<file path="src/rtl/pcie_rx_tlp_decoder_if.sv">
// PCIe RX TLP decoder bus: AXI-stream dwords in, decoded header and
// payload stream out. slave = decoder side, master = bridge/consumer side.
interface pcie_rx_tlp_decoder_if;
    logic [31:0] m_axis_rx_tdata;
    logic [3:0]  m_axis_rx_tkeep;
    logic        m_axis_rx_tlast;
    logic        m_axis_rx_tvalid;
    logic        m_axis_rx_tready;
    logic [21:0] m_axis_rx_tuser;
    logic        rx_np_ok;
    logic        o_hdr_stb;
    logic [1:0]  o_kind;
    logic [10:0] o_length;
    logic [15:0] o_req_id;
    logic [7:0]  o_tag;
    logic [7:0]  o_be;
    logic [31:0] o_addr;
    logic [31:0] o_hdr_dw1;
    logic [31:0] o_data;
    logic        o_data_valid;
    logic        o_data_last;
    logic        i_data_ready;
    logic        o_tlp_err;
    logic [1:0]  o_err_code;

    modport slave (
        input  m_axis_rx_tdata, m_axis_rx_tkeep, m_axis_rx_tlast,
        input  m_axis_rx_tvalid, m_axis_rx_tuser, i_data_ready,
        output m_axis_rx_tready, rx_np_ok, o_hdr_stb, o_kind, o_length,
        output o_req_id, o_tag, o_be, o_addr, o_hdr_dw1,
        output o_data, o_data_valid, o_data_last, o_tlp_err, o_err_code
    );

    modport master (
        output m_axis_rx_tdata, m_axis_rx_tkeep, m_axis_rx_tlast,
        output m_axis_rx_tvalid, m_axis_rx_tuser, i_data_ready,
        input  m_axis_rx_tready, rx_np_ok, o_hdr_stb, o_kind, o_length,
        input  o_req_id, o_tag, o_be, o_addr, o_hdr_dw1,
        input  o_data, o_data_valid, o_data_last, o_tlp_err, o_err_code
    );
endinterface

</file>
<file path="src/rtl/pcie_rx_tlp_decoder.sv">
// RX TLP decoder: parses MRd/MWr/Cpl/CplD headers from a 32-bit dword
// stream, forwards payload through a one-deep output register.
module pcie_rx_tlp_decoder #(
    parameter int unsigned MAX_PAYLOAD_DW = 128
) (
    input  logic clk,
    input  logic rst,
    pcie_rx_tlp_decoder_if.slave rx
);
    typedef enum logic [2:0] {HDR0, HDR1, HDR2, HDR3, DATA, DROP} state_t;

    localparam logic [11:0] MAX_LEN = 12'(MAX_PAYLOAD_DW);

    state_t      state_q, state_d;
    logic [1:0]  fmt_q, fmt_d;
    logic        cpl_q, cpl_d;
    logic [10:0] len_q, len_d;
    logic [31:0] dw1_q, dw1_d;
    logic [10:0] cnt_q, cnt_d;
    logic        stb_q, stb_d;
    logic [1:0]  kind_q, kind_d;
    logic [10:0] olen_q, olen_d;
    logic [31:0] hdw1_q, hdw1_d;
    logic [31:0] addr_q, addr_d;
    logic [31:0] data_q, data_d;
    logic        dv_q, dv_d;
    logic        dl_q, dl_d;
    logic        err_q, err_d;
    logic [1:0]  ecode_q, ecode_d;

    logic        tready, xfer, last, poison, sup, fin4;
    logic [31:0] dw;
    logic [10:0] dlen;
    logic        unused_in;

    assign unused_in = ^{rx.m_axis_rx_tkeep, rx.m_axis_rx_tuser[21:2],
                         rx.m_axis_rx_tuser[0]};

    assign dw     = rx.m_axis_rx_tdata;
    assign last   = rx.m_axis_rx_tlast;
    assign poison = rx.m_axis_rx_tuser[1];
    assign tready = (state_q == DATA) ? (!dv_q || rx.i_data_ready) : 1'b1;
    assign xfer   = rx.m_axis_rx_tvalid && tready;
    assign dlen   = (dw[9:0] == 10'd0) ? 11'd1024 : {1'b0, dw[9:0]};
    assign sup    = (dw[28:24] == 5'b00000) ||
                    ((dw[28:24] == 5'b01010) && !dw[29]);
    assign fin4   = (state_q == HDR2) && fmt_q[0];

    always_comb begin
        state_d = state_q;
        fmt_d   = fmt_q;
        cpl_d   = cpl_q;
        len_d   = len_q;
        dw1_d   = dw1_q;
        cnt_d   = cnt_q;
        stb_d   = 1'b0;
        kind_d  = kind_q;
        olen_d  = olen_q;
        hdw1_d  = hdw1_q;
        addr_d  = addr_q;
        data_d  = data_q;
        dv_d    = dv_q;
        dl_d    = dl_q;
        err_d   = 1'b0;
        ecode_d = ecode_q;
        if (dv_q && rx.i_data_ready) begin
            dv_d = 1'b0;
            dl_d = 1'b0;
        end
        if (xfer) begin
            if (state_q != DROP && poison) begin
                err_d   = 1'b1;
                ecode_d = 2'd3;
                state_d = last ? HDR0 : DROP;
            end else begin
                unique case (state_q)
                    HDR0: begin
                        fmt_d = dw[30:29];
                        cpl_d = dw[27];
                        len_d = dlen;
                        if (!sup) begin
                            err_d   = 1'b1;
                            ecode_d = 2'd1;
                            state_d = last ? HDR0 : DROP;
                        end else if (last) begin
                            err_d   = 1'b1;
                            ecode_d = 2'd2;
                            state_d = HDR0;
                        end else begin
                            state_d = HDR1;
                        end
                    end
                    HDR1: begin
                        dw1_d = dw;
                        if (last) begin
                            err_d   = 1'b1;
                            ecode_d = 2'd2;
                            state_d = HDR0;
                        end else begin
                            state_d = HDR2;
                        end
                    end
                    HDR2, HDR3: begin
                        if (fin4) begin
                            // upper address of a 4DW header is dropped
                            if (last) begin
                                err_d   = 1'b1;
                                ecode_d = 2'd2;
                                state_d = HDR0;
                            end else begin
                                state_d = HDR3;
                            end
                        end else if (fmt_q[1] && ({1'b0, len_q} > MAX_LEN)) begin
                            err_d   = 1'b1;
                            ecode_d = 2'd3;
                            state_d = last ? HDR0 : DROP;
                        end else if (fmt_q[1] && last) begin
                            err_d   = 1'b1;
                            ecode_d = 2'd2;
                            state_d = HDR0;
                        end else begin
                            stb_d   = 1'b1;
                            kind_d  = {cpl_q, fmt_q[1]};
                            olen_d  = len_q;
                            hdw1_d  = dw1_q;
                            addr_d  = cpl_q ? dw : {dw[31:2], 2'b00};
                            cnt_d   = len_q;
                            state_d = fmt_q[1] ? DATA : HDR0;
                        end
                    end
                    DATA: begin
                        data_d = dw;
                        dv_d   = 1'b1;
                        dl_d   = last || (cnt_q == 11'd1);
                        cnt_d  = cnt_q - 11'd1;
                        if (cnt_q == 11'd1) begin
                            state_d = last ? HDR0 : DROP;
                            err_d   = !last;
                            ecode_d = last ? ecode_q : 2'd3;
                        end else if (last) begin
                            err_d   = 1'b1;
                            ecode_d = 2'd2;
                            state_d = HDR0;
                        end
                    end
                    DROP: begin
                        if (last) state_d = HDR0;
                    end
                    default: state_d = HDR0;
                endcase
            end
        end
    end

    always_ff @(posedge clk or posedge rst) begin
        if (rst) begin
            state_q <= HDR0;
            fmt_q   <= '0;
            cpl_q   <= 1'b0;
            len_q   <= '0;
            dw1_q   <= '0;
            cnt_q   <= '0;
            stb_q   <= 1'b0;
            kind_q  <= '0;
            olen_q  <= '0;
            hdw1_q  <= '0;
            addr_q  <= '0;
            data_q  <= '0;
            dv_q    <= 1'b0;
            dl_q    <= 1'b0;
            err_q   <= 1'b0;
            ecode_q <= '0;
        end else begin
            state_q <= state_d;
            fmt_q   <= fmt_d;
            cpl_q   <= cpl_d;
            len_q   <= len_d;
            dw1_q   <= dw1_d;
            cnt_q   <= cnt_d;
            stb_q   <= stb_d;
            kind_q  <= kind_d;
            olen_q  <= olen_d;
            hdw1_q  <= hdw1_d;
            addr_q  <= addr_d;
            data_q  <= data_d;
            dv_q    <= dv_d;
            dl_q    <= dl_d;
            err_q   <= err_d;
            ecode_q <= ecode_d;
        end
    end

    assign rx.m_axis_rx_tready = tready && !rst;
    assign rx.rx_np_ok     = !(dv_q && !rx.i_data_ready);
    assign rx.o_hdr_stb    = stb_q;
    assign rx.o_kind       = kind_q;
    assign rx.o_length     = olen_q;
    assign rx.o_hdr_dw1    = hdw1_q;
    assign rx.o_req_id     = hdw1_q[31:16];
    assign rx.o_tag        = hdw1_q[15:8];
    assign rx.o_be         = hdw1_q[7:0];
    assign rx.o_addr       = addr_q;
    assign rx.o_data       = data_q;
    assign rx.o_data_valid = dv_q;
    assign rx.o_data_last  = dl_q;
    assign rx.o_tlp_err    = err_q;
    assign rx.o_err_code   = ecode_q;
endmodule

</file>
<file path="src/flat_wrapper.sv">
// flat-port wrapper written by rule: the top's interface ports become plain ports
module pcie_rx_tlp_decoder_flat 
#(
    parameter int unsigned MAX_PAYLOAD_DW = 128
)
  (clk, rst, rx_m_axis_rx_tdata, rx_m_axis_rx_tkeep, rx_m_axis_rx_tlast, rx_m_axis_rx_tvalid, rx_m_axis_rx_tuser, rx_i_data_ready, rx_m_axis_rx_tready, rx_rx_np_ok, rx_o_hdr_stb, rx_o_kind, rx_o_length, rx_o_req_id, rx_o_tag, rx_o_be, rx_o_addr, rx_o_hdr_dw1, rx_o_data, rx_o_data_valid, rx_o_data_last, rx_o_tlp_err, rx_o_err_code);
  pcie_rx_tlp_decoder_if rx_i ();
  input  logic clk;
  input  logic rst;
  input wire logic [$bits(rx_i.m_axis_rx_tdata)-1:0] rx_m_axis_rx_tdata;
  input wire logic [$bits(rx_i.m_axis_rx_tkeep)-1:0] rx_m_axis_rx_tkeep;
  input wire logic [$bits(rx_i.m_axis_rx_tlast)-1:0] rx_m_axis_rx_tlast;
  input wire logic [$bits(rx_i.m_axis_rx_tvalid)-1:0] rx_m_axis_rx_tvalid;
  input wire logic [$bits(rx_i.m_axis_rx_tuser)-1:0] rx_m_axis_rx_tuser;
  input wire logic [$bits(rx_i.i_data_ready)-1:0] rx_i_data_ready;
  output wire logic [$bits(rx_i.m_axis_rx_tready)-1:0] rx_m_axis_rx_tready;
  output wire logic [$bits(rx_i.rx_np_ok)-1:0] rx_rx_np_ok;
  output wire logic [$bits(rx_i.o_hdr_stb)-1:0] rx_o_hdr_stb;
  output wire logic [$bits(rx_i.o_kind)-1:0] rx_o_kind;
  output wire logic [$bits(rx_i.o_length)-1:0] rx_o_length;
  output wire logic [$bits(rx_i.o_req_id)-1:0] rx_o_req_id;
  output wire logic [$bits(rx_i.o_tag)-1:0] rx_o_tag;
  output wire logic [$bits(rx_i.o_be)-1:0] rx_o_be;
  output wire logic [$bits(rx_i.o_addr)-1:0] rx_o_addr;
  output wire logic [$bits(rx_i.o_hdr_dw1)-1:0] rx_o_hdr_dw1;
  output wire logic [$bits(rx_i.o_data)-1:0] rx_o_data;
  output wire logic [$bits(rx_i.o_data_valid)-1:0] rx_o_data_valid;
  output wire logic [$bits(rx_i.o_data_last)-1:0] rx_o_data_last;
  output wire logic [$bits(rx_i.o_tlp_err)-1:0] rx_o_tlp_err;
  output wire logic [$bits(rx_i.o_err_code)-1:0] rx_o_err_code;
  assign rx_i.m_axis_rx_tdata = rx_m_axis_rx_tdata;
  assign rx_i.m_axis_rx_tkeep = rx_m_axis_rx_tkeep;
  assign rx_i.m_axis_rx_tlast = rx_m_axis_rx_tlast;
  assign rx_i.m_axis_rx_tvalid = rx_m_axis_rx_tvalid;
  assign rx_i.m_axis_rx_tuser = rx_m_axis_rx_tuser;
  assign rx_i.i_data_ready = rx_i_data_ready;
  assign rx_m_axis_rx_tready = rx_i.m_axis_rx_tready;
  assign rx_rx_np_ok = rx_i.rx_np_ok;
  assign rx_o_hdr_stb = rx_i.o_hdr_stb;
  assign rx_o_kind = rx_i.o_kind;
  assign rx_o_length = rx_i.o_length;
  assign rx_o_req_id = rx_i.o_req_id;
  assign rx_o_tag = rx_i.o_tag;
  assign rx_o_be = rx_i.o_be;
  assign rx_o_addr = rx_i.o_addr;
  assign rx_o_hdr_dw1 = rx_i.o_hdr_dw1;
  assign rx_o_data = rx_i.o_data;
  assign rx_o_data_valid = rx_i.o_data_valid;
  assign rx_o_data_last = rx_i.o_data_last;
  assign rx_o_tlp_err = rx_i.o_tlp_err;
  assign rx_o_err_code = rx_i.o_err_code;
  pcie_rx_tlp_decoder #(.MAX_PAYLOAD_DW(MAX_PAYLOAD_DW)) u_core (.clk(clk), .rst(rst), .rx(rx_i));
endmodule
</file>
<file path="config.mk">
export PLATFORM = sky130hd
export DESIGN_NAME = pcie_rx_tlp_decoder_flat
export DESIGN_NICKNAME = d
export VERILOG_FILES = /design/src/rtl/pcie_rx_tlp_decoder_if.sv /design/src/rtl/pcie_rx_tlp_decoder.sv /design/src/flat_wrapper.sv
export SDC_FILE = /design/constraint.sdc
export NUM_CORES = 1
export LEC_CHECK = 0
export ABC_AREA = 1
export BUFFER_PORTS_ARGS = -buffer_cell sky130_fd_sc_hd__buf_2
export CELL_PAD_IN_SITES_DETAIL_PLACEMENT = 0
export CELL_PAD_IN_SITES_GLOBAL_PLACEMENT = 1
export CORE_MARGIN = 3
export CORE_UTILIZATION = 38
export DETAILED_ROUTE_END_ITERATION = 6
export PLACE_DENSITY = 0.86
export SYNTH_ARGS = -nofsm -noshare
export SYNTH_HDL_FRONTEND = slang
export SYNTH_SLANG_ARGS = --single-unit
export TNS_END_PERCENT = 30
</file>
<file path="constraint.sdc">
create_clock -name clk -period 8.4 [get_ports clk]
set_input_delay 1.68 -clock clk [delete_from_list [all_inputs] [get_ports clk]]
set_output_delay 1.68 -clock clk [all_outputs]
set_load 0.03 [all_outputs]
</file>
==> results of run 1 <==
## registers in the layout, summed over array words and instances (netlist names)
| register | cells |
|---|---|
| u_core.cnt_q | 11 |
| u_core.rx.o_err_code | 2 |
| u_core.len_q | 11 |
| u_core.rx.o_length | 11 |
| u_core.rx.o_hdr_dw1 | 32 |
| u_core.rx.o_addr | 32 |
| u_core.rx.o_data_last | 1 |
| u_core.rx.o_data | 32 |
| u_core.fmt_q | 2 |
| u_core.rx.o_hdr_stb | 1 |
| u_core.state_q | 3 |
| u_core.dw1_q | 32 |
| u_core.rx.o_data_valid | 1 |
| u_core.rx.o_kind | 2 |
| u_core.rx.o_tlp_err | 1 |
| u_core.cpl_q | 1 |
## worst max-delay path, stage by stage
cell	delay (ns)
buf_2	0.14
nor2_4	0.13
nand3_4	0.71
nor2_4	0.82
buf_4	0.64
nand2_1	0.14
nand2_1	0.10
## per-layer routing
metal,track usage (%),vias up
met5,0,-
met1,25.3,2955
met2,29.1,164
li1,-,3130
met3,3.84,16
met4,4.80,0
## cells in the mapped netlist (all sizes together)
cell type	count	area share [%]
nand2	327	16
a31o	1	0.11
nor2	28	1.6
o22ai	1	0.081
ha	4	0.65
o31ai	1	0.097
or2	3	0.24
inv	70	3.4
nand3	25	1.9
a21oi	11	0.71
nor4	1	0.081
nand4	2	0.16
o21ai	173	11
nor3	5	0.32
o211ai	1	0.097
dfrtp	175	57
buf	52	4.7
nand3b	1	0.097
clkbuf	22	1.1
and2	2	0.16
a21boi	2	0.34
## stage by stage
step	total power [W]	hold WS (ns)	cell area, µm²
floorplan	0.00231	0.449	7730
global placement	0.00264	0.456	8590
detailed placement	0.00266	0.462	8590
CTS	0.00349	0.480	9210
global route	0.00369	0.500	9210
finish	0.00345	0.478	9210
## power by group through the flow
stage | clock, W | sequential [W] | combinational (W)
after floorplan | 0 | 0.00172 | 0.000587
after global placement | 0 | 0.00138 | 0.00126
after detailed placement | 0 | 0.00138 | 0.00128
after CTS | 0.000832 | 0.00137 | 0.00128
after global routing | 0.000871 | 0.00142 | 0.00140
final | 0.000814 | 0.00137 | 0.00126
## final cells by class
| class | count | area, µm² |
|---|---|---|
| clock buffers | 17 | 425 |
| well taps | 265 | 332 |
| fillers | 1967 | 10500 |
| repair buffers | 191 | 968 |
| flip-flops and latches | 175 | 4380 |
| clock inverters | 15 | 193 |
| inverters | 70 | 268 |
| multi-input cells | 588 | 2640 |
## cell families (layout without fill, tap and decap cells)
family                     Yosys count  after routing  share of synthesized area [%]
AOI/OAI and AO/OA                  190            190                           12.8
DFF                                175            175                           56.6
buffers and inverters              144            293                           9.22
adders and majority gates            4              4                          0.647
and+or+nand+nor                    394            394                           20.7
## worst max path at each step
stage / startpoint / end / slack (ns) / cells past startpoint
final: rx_m_axis_rx_tuser[1] / u_core.rx.o_hdr_dw1[7]$_DFFE_PP0P_ / 4.36 / 7
after global routing: rx_m_axis_rx_tlast / u_core.rx.o_hdr_dw1[7]$_DFFE_PP0P_ / 4.07 / 7
after CTS: rx_m_axis_rx_tuser[1] / u_core.rx.o_length[5]$_DFFE_PP0P_ / 4.29 / 7
after detailed placement: rx_m_axis_rx_tuser[1] / u_core.rx.o_length[5]$_DFFE_PP0P_ / 3.83 / 7
after global placement: rx_m_axis_rx_tuser[1] / u_core.rx.o_length[5]$_DFFE_PP0P_ / 3.87 / 7
after floorplan: rst / u_core.cnt_q[0]$_DFFE_PP0P_ / 1.97 / 1
==> reports/metrics.csv, run 1 <==
stage,metric,value,unit
clocking,Worst-path clk slew,0.08,ns
clocking,clk_lat worst skew,0.43,ns
route,final WL,19800,µm
power_and_ir_drop,internal power,0.00195,W
power_and_ir_drop,sequential share of power,39.8,%
synthesis,number of synthesis warnings,0,
floorplan,Die Y,149,µm
layout,post-layout util,46.7,%
setup_path,CP endpoint kind,flip-flop,
placement,gpl congestion,0.853,
setup_path,r2r startpoint,u_core.state_q[2]$_DFFE_PP0P_,
sta,Slew @ Worst Pin,0.953,ns
synthesis,Syn Area/Cell,8.52,µm²
power_and_ir_drop,Logic pwr share,36.6,%
power_and_ir_drop,Leak,5.26,nW
synthesis,post-synthesis cell count,907,
route,Top Metal Used,met4,
power_and_ir_drop,NetSw,0.00150,W
clocking,# hold bufs at CTS,0,
placement,Port Buffers,186,
sta,"Hold Vio Cnt, Final",0,
power_and_ir_drop,PwrDens,375,nW/µm²
layout,layout cell share with drive strength beyond 1,23.1,%
power_and_ir_drop,Net Sw Frac,43.4,%
clocking,CTS resizes,0,
sta,relative slew slack,36.5,%
placement,Setup Slack @ Placement,3.83,ns
power_and_ir_drop,VDD IR max,165,µV
setup_path,WS Path Type,in -> reg,
setup_path,crit path max fanout,79,
floorplan,initial cell density of the core,39.2,%
sta,Final Cycle Share,48.1,%
route,met2 WL post-DR,9300,µm
route,via count,6265,
global_routing,number of global-route vias before repair,6108,
status,run status,"finished, final reports clean",
sta,Fmax achieved,248,MHz
route,post-DR vias/cell,4.74,
placement,DP Wirelength,13100,µm
sta,"Slew Viols, Final",0,
sta,clk_skew,0.0171,ns
global_routing,All-Layer GR Usage,18.2,%
worst_hold_path,HP Class,reg -> reg,
worst_hold_path,end of the worst hold path,u_core.rx.o_hdr_dw1[20]$_DFFE_PP0P_,
synthesis,"Seq/Total Area, Yosys",56.6,%
clocking,clock sink count,175,
floorplan,num rows,51,
run,maxcap violations,0,
route,DR WL met3,1040,µm
sta,final worst-path setup slack,4.36,ns
global_routing,global-route wire length before repair,32200,µm
layout,"commonest non-fill, non-tap cell in the layout",nand2_1,
floorplan,Ports,212,
layout,Area Growth Syn to Fin,19.1,%
floorplan,die area,22100,µm²
setup_path,"setup slack, reg-to-reg",4.89,ns
worst_hold_path,hold depth,2,
clocking,total clock buffers created by CTS,17,
route,first-pass detailed-route iteration total,5,
clocking,CTS Root Cell,clkbuf_16,
clocking,clock tree buffer depth,2,
synthesis,post-synthesis cell area,7730,µm²
synthesis,post-synthesis cell type count,35,
setup_path,R2R cell count,8,
synthesis,Yosys reg bits,175,
setup_path,Critical Path AT,4.39,ns
clocking,post-CTS setup buffers,0,
setup_path,FF-to-FF End,u_core.rx.o_hdr_dw1[7]$_DFFE_PP0P_,
sta,setup_tns,0,ns
layout,fin nets,1110,
route,drt drc,0,
global_routing,largest net degree at the start of global routing,83,
layout,"commonest non-fill, non-tap cells in the layout","nand2_1 (322), buf_2 (186), dfrtp_1 (175)",
route,initial DRC count,386,
floorplan,Die X,149,µm
global_routing,GRT overflow,0,
layout,final cell count without fillers,1321,
clocking,CTS tree,built,
global_routing,initial antenna violation count,0,
route,wl on met1,9200,µm
route,Final ANT Viol Nets,0,
layout,# diodes,0,
route,drt wl/cell,15.0,µm
clocking,H-tree levels,4,
worst_hold_path,Hold Path Origin,u_core.dw1_q[20]$_DFFE_PP0P_,
synthesis,Mapped Nets,974,
placement,Placed Cells,1289,
power_and_ir_drop,Clk network pwr share,23.6,%
setup_path,Startpoint Class,input pin,
sta,fin crit period,4.04,ns
floorplan,Core Area,19700,µm²
sta,Final setup viols,0,
sta,RSZ-0062 raised after global routing,false,
setup_path,"Req. time, crit path",8.76,ns
Note: power is estimated with default switching activity, not from simulation.
==> run 2, diff against run 1 <==
ABC_AREA = 0   (was 1)
CORE_UTILIZATION = 37   (was 38)
PLACE_DENSITY = 0.82   (was 0.86)
clock period = 3.36 ns   (was 8.4 ns; I/O delays follow)
==> run 2 against run 1 <==
Compared with the run above: register-to-register slack worse by 4.3 ns; sequential share of layout area grew 0.25 points; hold slack lost 0.30 ns; final cell count fell by 24%; worst setup slack worse by 3.8 ns; global-route usage decreased by 1.9 points; critical path depth decreased by 1.
==> reports/metrics.csv, run 2 <==
stage,metric,value,unit
floorplan,num rows,51,
sta,setup_tns,0,ns
route,drt drc,0,
sta,Slew @ Worst Pin,0.989,ns
setup_path,crit-path cells,"or4_1, o21ai_2, a21boi_1, nor4_4, buf_4, mux2_2",
route,via count,5036,
synthesis,Synth area leaders,"dfrtp_1 (58%), mux2_2 (20%), buf_4 (3.8%)",
synthesis,post-synthesis cell area,7570,µm²
setup_path,R2R cell count,6,
clocking,post-CTS setup buffers,0,
sta,relative slew slack,34.0,%
clocking,# hold bufs at CTS,0,
synthesis,cell taking the most area after synthesis,dfrtp_1,
floorplan,Core Area,19800,µm²
setup_path,slowest CP cell,or4_1,
sta,"Hold Vio Cnt, Final",0,
route,Final ANT Viol Nets,0,
sta,"Slew Viols, Final",0,
setup_path,Startpoint Class,flip-flop,
floorplan,Die X,149,µm
sta,Final Cycle Share,82.0,%
placement,Port Buffers,186,
status,run status,"finished, final reports clean",
synthesis,top cell type's share of synthesized area,57.9,%
layout,post-layout util,46.3,%
synthesis,ys flop type,dfrtp_1,
setup_path,"Req. time, crit path",3.66,ns
synthesis,"Seq/Total Area, Yosys",57.9,%
setup_path,CP endpoint kind,flip-flop,
clocking,Worst-path clk slew,0.07,ns
layout,Area Growth Syn to Fin,21.0,%
synthesis,Yosys reg bits,175,
layout,fin nets,791,
setup_path,Critical Path AT,3.06,ns
power_and_ir_drop,Logic pwr share,35.3,%
layout,"commonest non-fill, non-tap cell in the layout",buf_2,
power_and_ir_drop,NetSw,0.00329,W
layout,"commonest non-fill, non-tap cells in the layout","buf_2 (186), dfrtp_1 (175), mux2_2 (133)",
sta,Fmax achieved,363,MHz
route,first-pass detailed-route iteration total,4,
power_and_ir_drop,Net Sw Frac,39.6,%
power_and_ir_drop,VDD IR max,526,µV
floorplan,Ports,212,
power_and_ir_drop,sequential share of power,40.9,%
global_routing,number of global-route vias before repair,5192,
layout,fillcell total,1864,
clocking,clk_lat worst skew,0.43,ns
sta,hold_ws,0.178,ns
run,maxcap violations,0,
sta,Final setup viols,0,
placement,DP Wirelength,11900,µm
power_and_ir_drop,Leak,4.55,nW
power_and_ir_drop,internal power,0.00502,W
sta,RSZ-0062 raised after global routing,false,
route,drt wl/cell,17.3,µm
route,final WL,17400,µm
synthesis,Mapped Nets,634,
global_routing,All-Layer GR Usage,16.3,%
synthesis,number of synthesis warnings,0,
setup_path,"setup slack, reg-to-reg",0.60,ns
setup_path,r2r startpoint,u_core.len_q[3]$_DFFE_PP0P_,
clocking,CTS Root Cell,clkbuf_16,
synthesis,Syn Area/Cell,13.3,µm²
sta,fin crit period,2.76,ns
synthesis,most frequent cell after synthesis,dfrtp_1,
setup_path,FF-to-FF End,u_core.rx.o_hdr_dw1[7]$_DFFE_PP0P_,
synthesis,post-synthesis cell type count,51,
clocking,total clock buffers created by CTS,17,
synthesis,number of flops mapped to enable cells by yosys,0,
layout,layout cell share with drive strength beyond 1,50.7,%
power_and_ir_drop,PwrDens,906,nW/µm²
synthesis,async set-reset flop share out of synthesis,100,%
global_routing,GRT overflow,0,
layout,# diodes,0,
route,initial DRC count,213,
clocking,clock tree buffer depth,2,
clocking,CTS tree,built,
floorplan,Die Y,149,µm
route,post-DR vias/cell,5.03,
global_routing,largest net degree at the start of global routing,107,
worst_hold_path,HP Class,in -> async,
floorplan,initial cell density of the core,38.3,%
power_and_ir_drop,total power,0.00830,W
setup_path,WS Path Type,reg -> reg,
clocking,clock sink count,175,
global_routing,initial antenna violation count,0,
synthesis,Commonest cells post-synth,"dfrtp_1 (175), mux2_2 (133), buf_4 (38)",
sta,clk_skew,0.0133,ns
setup_path,max incr delay on CP,0.59,ns
clocking,CTS resizes,0,
synthesis,post-synthesis cell count,567,
global_routing,global-route wire length before repair,28700,µm
setup_path,crit path max fanout,29,
placement,gpl congestion,0.830,
power_and_ir_drop,Clk network pwr share,23.8,%
floorplan,die area,22200,µm²
clocking,H-tree levels,4,
## run 2: changes by cell type after synthesis, sizes merged, moves of 6 or more
cell | before | now
buf | 52 | 46
clkbuf | 22 | 15
inv | 70 | 14
mux2 | 0 | 149
nand2 | 327 | 21
nand3 | 25 | 10
nor2 | 28 | 19
nor2b | 0 | 8
nor4 | 1 | 8
o21ai | 173 | 16
o2bb2ai | 0 | 9
## run 2: per-stage QoR
step                      worst slack, ns  instance area, µm²  instances
final                               0.604                9160       1002
after global routing                0.502                9160       1002
after CTS                           0.597                9160       1002
after detailed placement            0.637                8560        970
after global placement              0.645                8560        970
after floorplan                     0.449                7570        567
## run 2: final cells by class
class	count	area, µm²	area share [%]
Clock buffer	17	425	4.64
Clock inverter	15	170	1.86
Inverter	14	56.3	0.615
Multi-Input combinational cell	317	2740	29.9
Sequential cell	175	4380	47.8
Tap cell	265	332	3.62
Timing Repair Buffer	199	1050	11.5
## run 2: routing by layer
metal / GRT usage (%) / vias up / part of all wire [%]
met3: 5.07 / 14 / 6.6
li1: - / 2329 / -
met2: 25.8 / 152 / 47
met4: 4.53 / 0 / 1.1
met5: 0 / - / 0
met1: 21.8 / 2541 / 45
## run 2: critical path, delay by kind of cell (launching register included)
kind	cells	cell delay, ns
AND/OR/NAND/NOR	2	0.96
buffers and inverters	1	0.44
flip-flops	1	0.43
multiplexers	1	0.39
AO/OA/AOI/OAI	2	0.38
## run 2: power by group through the flow
stage                     sequential, W  combinational, W  clock, W
after global routing            0.00351           0.00314   0.00213
after CTS                       0.00339           0.00297   0.00204
after detailed placement        0.00342           0.00296         0
final                           0.00339           0.00293   0.00198
after global placement          0.00339           0.00293         0
after floorplan                 0.00420           0.00134         0
## run 2: kinds of logic after synthesis
| group | share of synthesized area (%) |
|---|---|
| multiplexers | 22.7 |
| AND/OR/NAND/NOR | 6.28 |
| XOR/XNOR | 0.116 |
| adder cells (fa/ha/maj) | 0.661 |
| flip-flops | 57.9 |
| AO/OA/AOI/OAI | 6.40 |
| buffers and inverters | 5.98 |
## run 2: how the worst max path moves through the flow
stage	startpoint	to	slack [ns]	depth (start not counted)
after floorplan	rst	u_core.cnt_q[0]$_DFFE_PP0P_	0.45	1
after global placement	u_core.len_q[3]$_DFFE_PP0P_	u_core.rx.o_hdr_dw1[10]$_DFFE_PP0P_	0.64	6
after detailed placement	u_core.len_q[3]$_DFFE_PP0P_	u_core.rx.o_addr[4]$_DFFE_PP0P_	0.64	6
after CTS	u_core.len_q[3]$_DFFE_PP0P_	u_core.rx.o_hdr_dw1[7]$_DFFE_PP0P_	0.60	6
after global routing	u_core.len_q[3]$_DFFE_PP0P_	u_core.rx.o_hdr_dw1[7]$_DFFE_PP0P_	0.50	6
final	u_core.len_q[3]$_DFFE_PP0P_	u_core.rx.o_hdr_dw1[7]$_DFFE_PP0P_	0.60	6
==> run 3, diff against run 2 <==
ABC_AREA = 1   (was 0)
CORE_UTILIZATION = 35   (was 37)
PLACE_DENSITY = 0.84   (was 0.82)
clock period = 2.5 ns   (was 3.36 ns; I/O delays follow)
==> run 3 against run 2 <==
Compared with the run above: clock skew rose by 0.0041 ns; global-route usage grew 1.1 points; clock power is 45% higher; die area increased by 7.7%; critical path depth stayed put; sequential power is 37% higher; hold slack gained 0.11 ns; non-clock buffer count rose by 4; via count increased by 27%; power rose by 42%; final cell count increased by 34%; sequential cell count did not move; critical endpoint is now rx_m_axis_rx_tready; largest power group unchanged; highest routed layer unchanged.
==> reports/metrics.csv, run 3 (synthesized netlist as in run 1, its figures left out) <==
stage,metric,value,unit
setup_path,R2R cell count,11,
clocking,Worst-path clk slew,0.07,ns
global_routing,GRT met1 Usage,25.4,%
sta,clk_skew,0.0175,ns
clocking,H-tree levels,4,
global_routing,global-route wire length before repair,33500,µm
layout,Area Growth Syn to Fin,21.5,%
clocking,clock tree buffer depth,2,
route,post-DR vias/cell,4.75,
clocking,CTS Root Cell,clkbuf_16,
power_and_ir_drop,total power,0.0118,W
setup_path,"Req. time, crit path",2.00,ns
route,drt drc,0,
global_routing,All-Layer GR Usage,17.4,%
sta,RSZ-0062 raised after global routing,false,
setup_path,Critical Path AT,1.72,ns
clocking,CTS tree,built,
setup_path,max incr delay on CP,0.40,ns
global_routing,M2 GR Usage,26.5,%
power_and_ir_drop,PwrDens,1260,nW/µm²
route,initial DRC count,311,
setup_path,slowest CP cell,dfrtp_1,
sta,fin crit period,2.22,ns
floorplan,Die X,155,µm
clocking,clk_lat worst skew,0.43,ns
global_routing,busiest grt layer,met2,
placement,Port Buffers,186,
setup_path,Startpoint Class,flip-flop,
sta,Final Cycle Share,88.7,%
clocking,CTS resizes,0,
worst_hold_path,HP Class,in -> reg,
floorplan,Die Y,155,µm
clocking,# hold bufs at CTS,1,
floorplan,die area,23900,µm²
sta,Fmax achieved,451,MHz
setup_path,critical path endpoint,rx_m_axis_rx_tready,
setup_path,CP endpoint kind,primary output,
clocking,post-CTS setup buffers,0,
global_routing,GRT overflow,0,
floorplan,initial cell density of the core,36.2,%
layout,layout cell share with drive strength beyond 1,23.9,%
sta,Slew @ Worst Pin,0.559,ns
sta,"Slew Viols, Final",0,
route,Final ANT Viol Nets,0,
status,run status,"finished, final reports clean",
setup_path,WS Path Type,reg -> out,
sta,relative slew slack,62.7,%
layout,"commonest non-fill, non-tap cells in the layout","nand2_1 (322), buf_2 (186), dfrtp_1 (175)",
placement,Area after DPL,8740,µm²
power_and_ir_drop,VDD IR max,676,µV
layout,fin nets,1122,
floorplan,num rows,53,
route,first-pass detailed-route iteration total,5,
setup_path,crit-path cells,"inv_1, nand2_1, nor2_2, buf_4, a21oi_1, buf_2",
route,final WL,20600,µm
layout,final cell count without fillers,1343,
setup_path,crit path max fanout,21,
global_routing,Global Route met3 Usage,3.44,%
power_and_ir_drop,Leak,5.34,nW
layout,# diodes,0,
run,maxcap violations,0,
global_routing,largest net degree at the start of global routing,97,
route,drt wl/cell,15.4,µm
setup_path,r2r startpoint,u_core.state_q[1]$_DFFE_PP0P_,
placement,DP Wirelength,14000,µm
placement,Setup Slack @ Placement,0.374,ns
placement,gpl congestion,0.830,
global_routing,initial antenna violation count,0,
sta,Final setup viols,0,
setup_path,"setup slack, reg-to-reg",0.37,ns
sta,"Hold Vio Cnt, Final",0,
clocking,clock sink count,175,
floorplan,Ports,212,
setup_path,FF-to-FF End,u_core.dw1_q[16]$_DFFE_PP0P_,
route,via count,6373,
layout,fin area,9390,µm²
placement,Placed Cells,1310,
layout,"commonest non-fill, non-tap cell in the layout",nand2_1,
sta,final worst-path setup slack,0.281,ns
setup_path,CP Launch Point,u_core.state_q[1]$_DFFE_PP0P_,
floorplan,Core Area,21400,µm²
global_routing,number of global-route vias before repair,6108,
clocking,total clock buffers created by CTS,17,
-- run 3: cell types whose count changed in the layout (fill, tap and decap cells not counted), moves of 8 or more --
cell	previous run	this run
mux2_2	133	0
nand3_1	9	23
o21ai_0	14	130
mux2_1	16	0
inv_1	13	66
o2bb2ai_1	9	0
nor2b_1	8	0
nand2_1	21	322
o21ai_1	0	42
-- run 3: per-stage QoR --
| step | hold slack [ns] | TNS, ns | util, % |
|---|---|---|---|
| final | 0.289 | 0 | 44.0 |
| after global routing | 0.289 | 0 | 44.0 |
| after CTS | 0.271 | 0 | 44.0 |
| after detailed placement | 0.451 | 0 | 41.0 |
| after global placement | 0.449 | 0 | 41.0 |
| after floorplan | 0.449 | -41.76 | - |
-- run 3: power by group --
group          internal [W]  total (W)  switching, W
Combinational       0.00125    0.00430       0.00305
Clock               0.00168    0.00288       0.00120
Sequential          0.00390    0.00463      0.000732
Total               0.00684     0.0118       0.00498
-- run 3: metal layers --
layer / share of wire, % / vias up
met1: 48 / 3034
met4: 0.81 / 0
met2: 46 / 182
met5: 0 / -
met3: 5.3 / 14
li1: - / 3143
-- run 3: final cells by class --
cell class                      instances  area (µm²)
Sequential cell                       175        4380
Clock inverter                         12         170
Clock buffer                           20         467
Fill cell                            2148       12000
Timing Repair Buffer                  203        1120
Multi-Input combinational cell        588        2640
Inverter                               70         267
Tap cell                              275         344
-- run 3: how the worst min path moves through the flow --
| stage | start | endpoint | slack (ns) | cells past startpoint |
|---|---|---|---|---|
| 6_report | rx_m_axis_rx_tdata[10] | u_core.rx.o_addr[10]$_DFFE_PP0P_ | 0.29 | 3 |
| 3_3_place_gp | rst | u_core.cnt_q[2]$_DFFE_PP0P_ | 0.45 | 2 |
| 2_1_floorplan | u_core.dw1_q[29]$_DFFE_PP0P_ | u_core.rx.o_hdr_dw1[29]$_DFFE_PP0P_ | 0.45 | 2 |
| 5_1_grt | rx_m_axis_rx_tdata[17] | u_core.rx.o_addr[17]$_DFFE_PP0P_ | 0.29 | 3 |
| 4_1_cts | rx_m_axis_rx_tdata[10] | u_core.rx.o_addr[10]$_DFFE_PP0P_ | 0.27 | 3 |
| 3_5_place_dp | rst | u_core.cnt_q[2]$_DFFE_PP0P_ | 0.45 | 2 |
-- run 3: critical path: cells and delay by family (launching register included) --
| kind | cells | cell delay, ns |
|---|---|---|
| flip-flops | 1 | 0.40 |
| buffers and inverters | 3 | 0.55 |
| AND/OR/NAND/NOR | 2 | 0.26 |
| AO/OA/AOI/OAI | 1 | 0.09 |
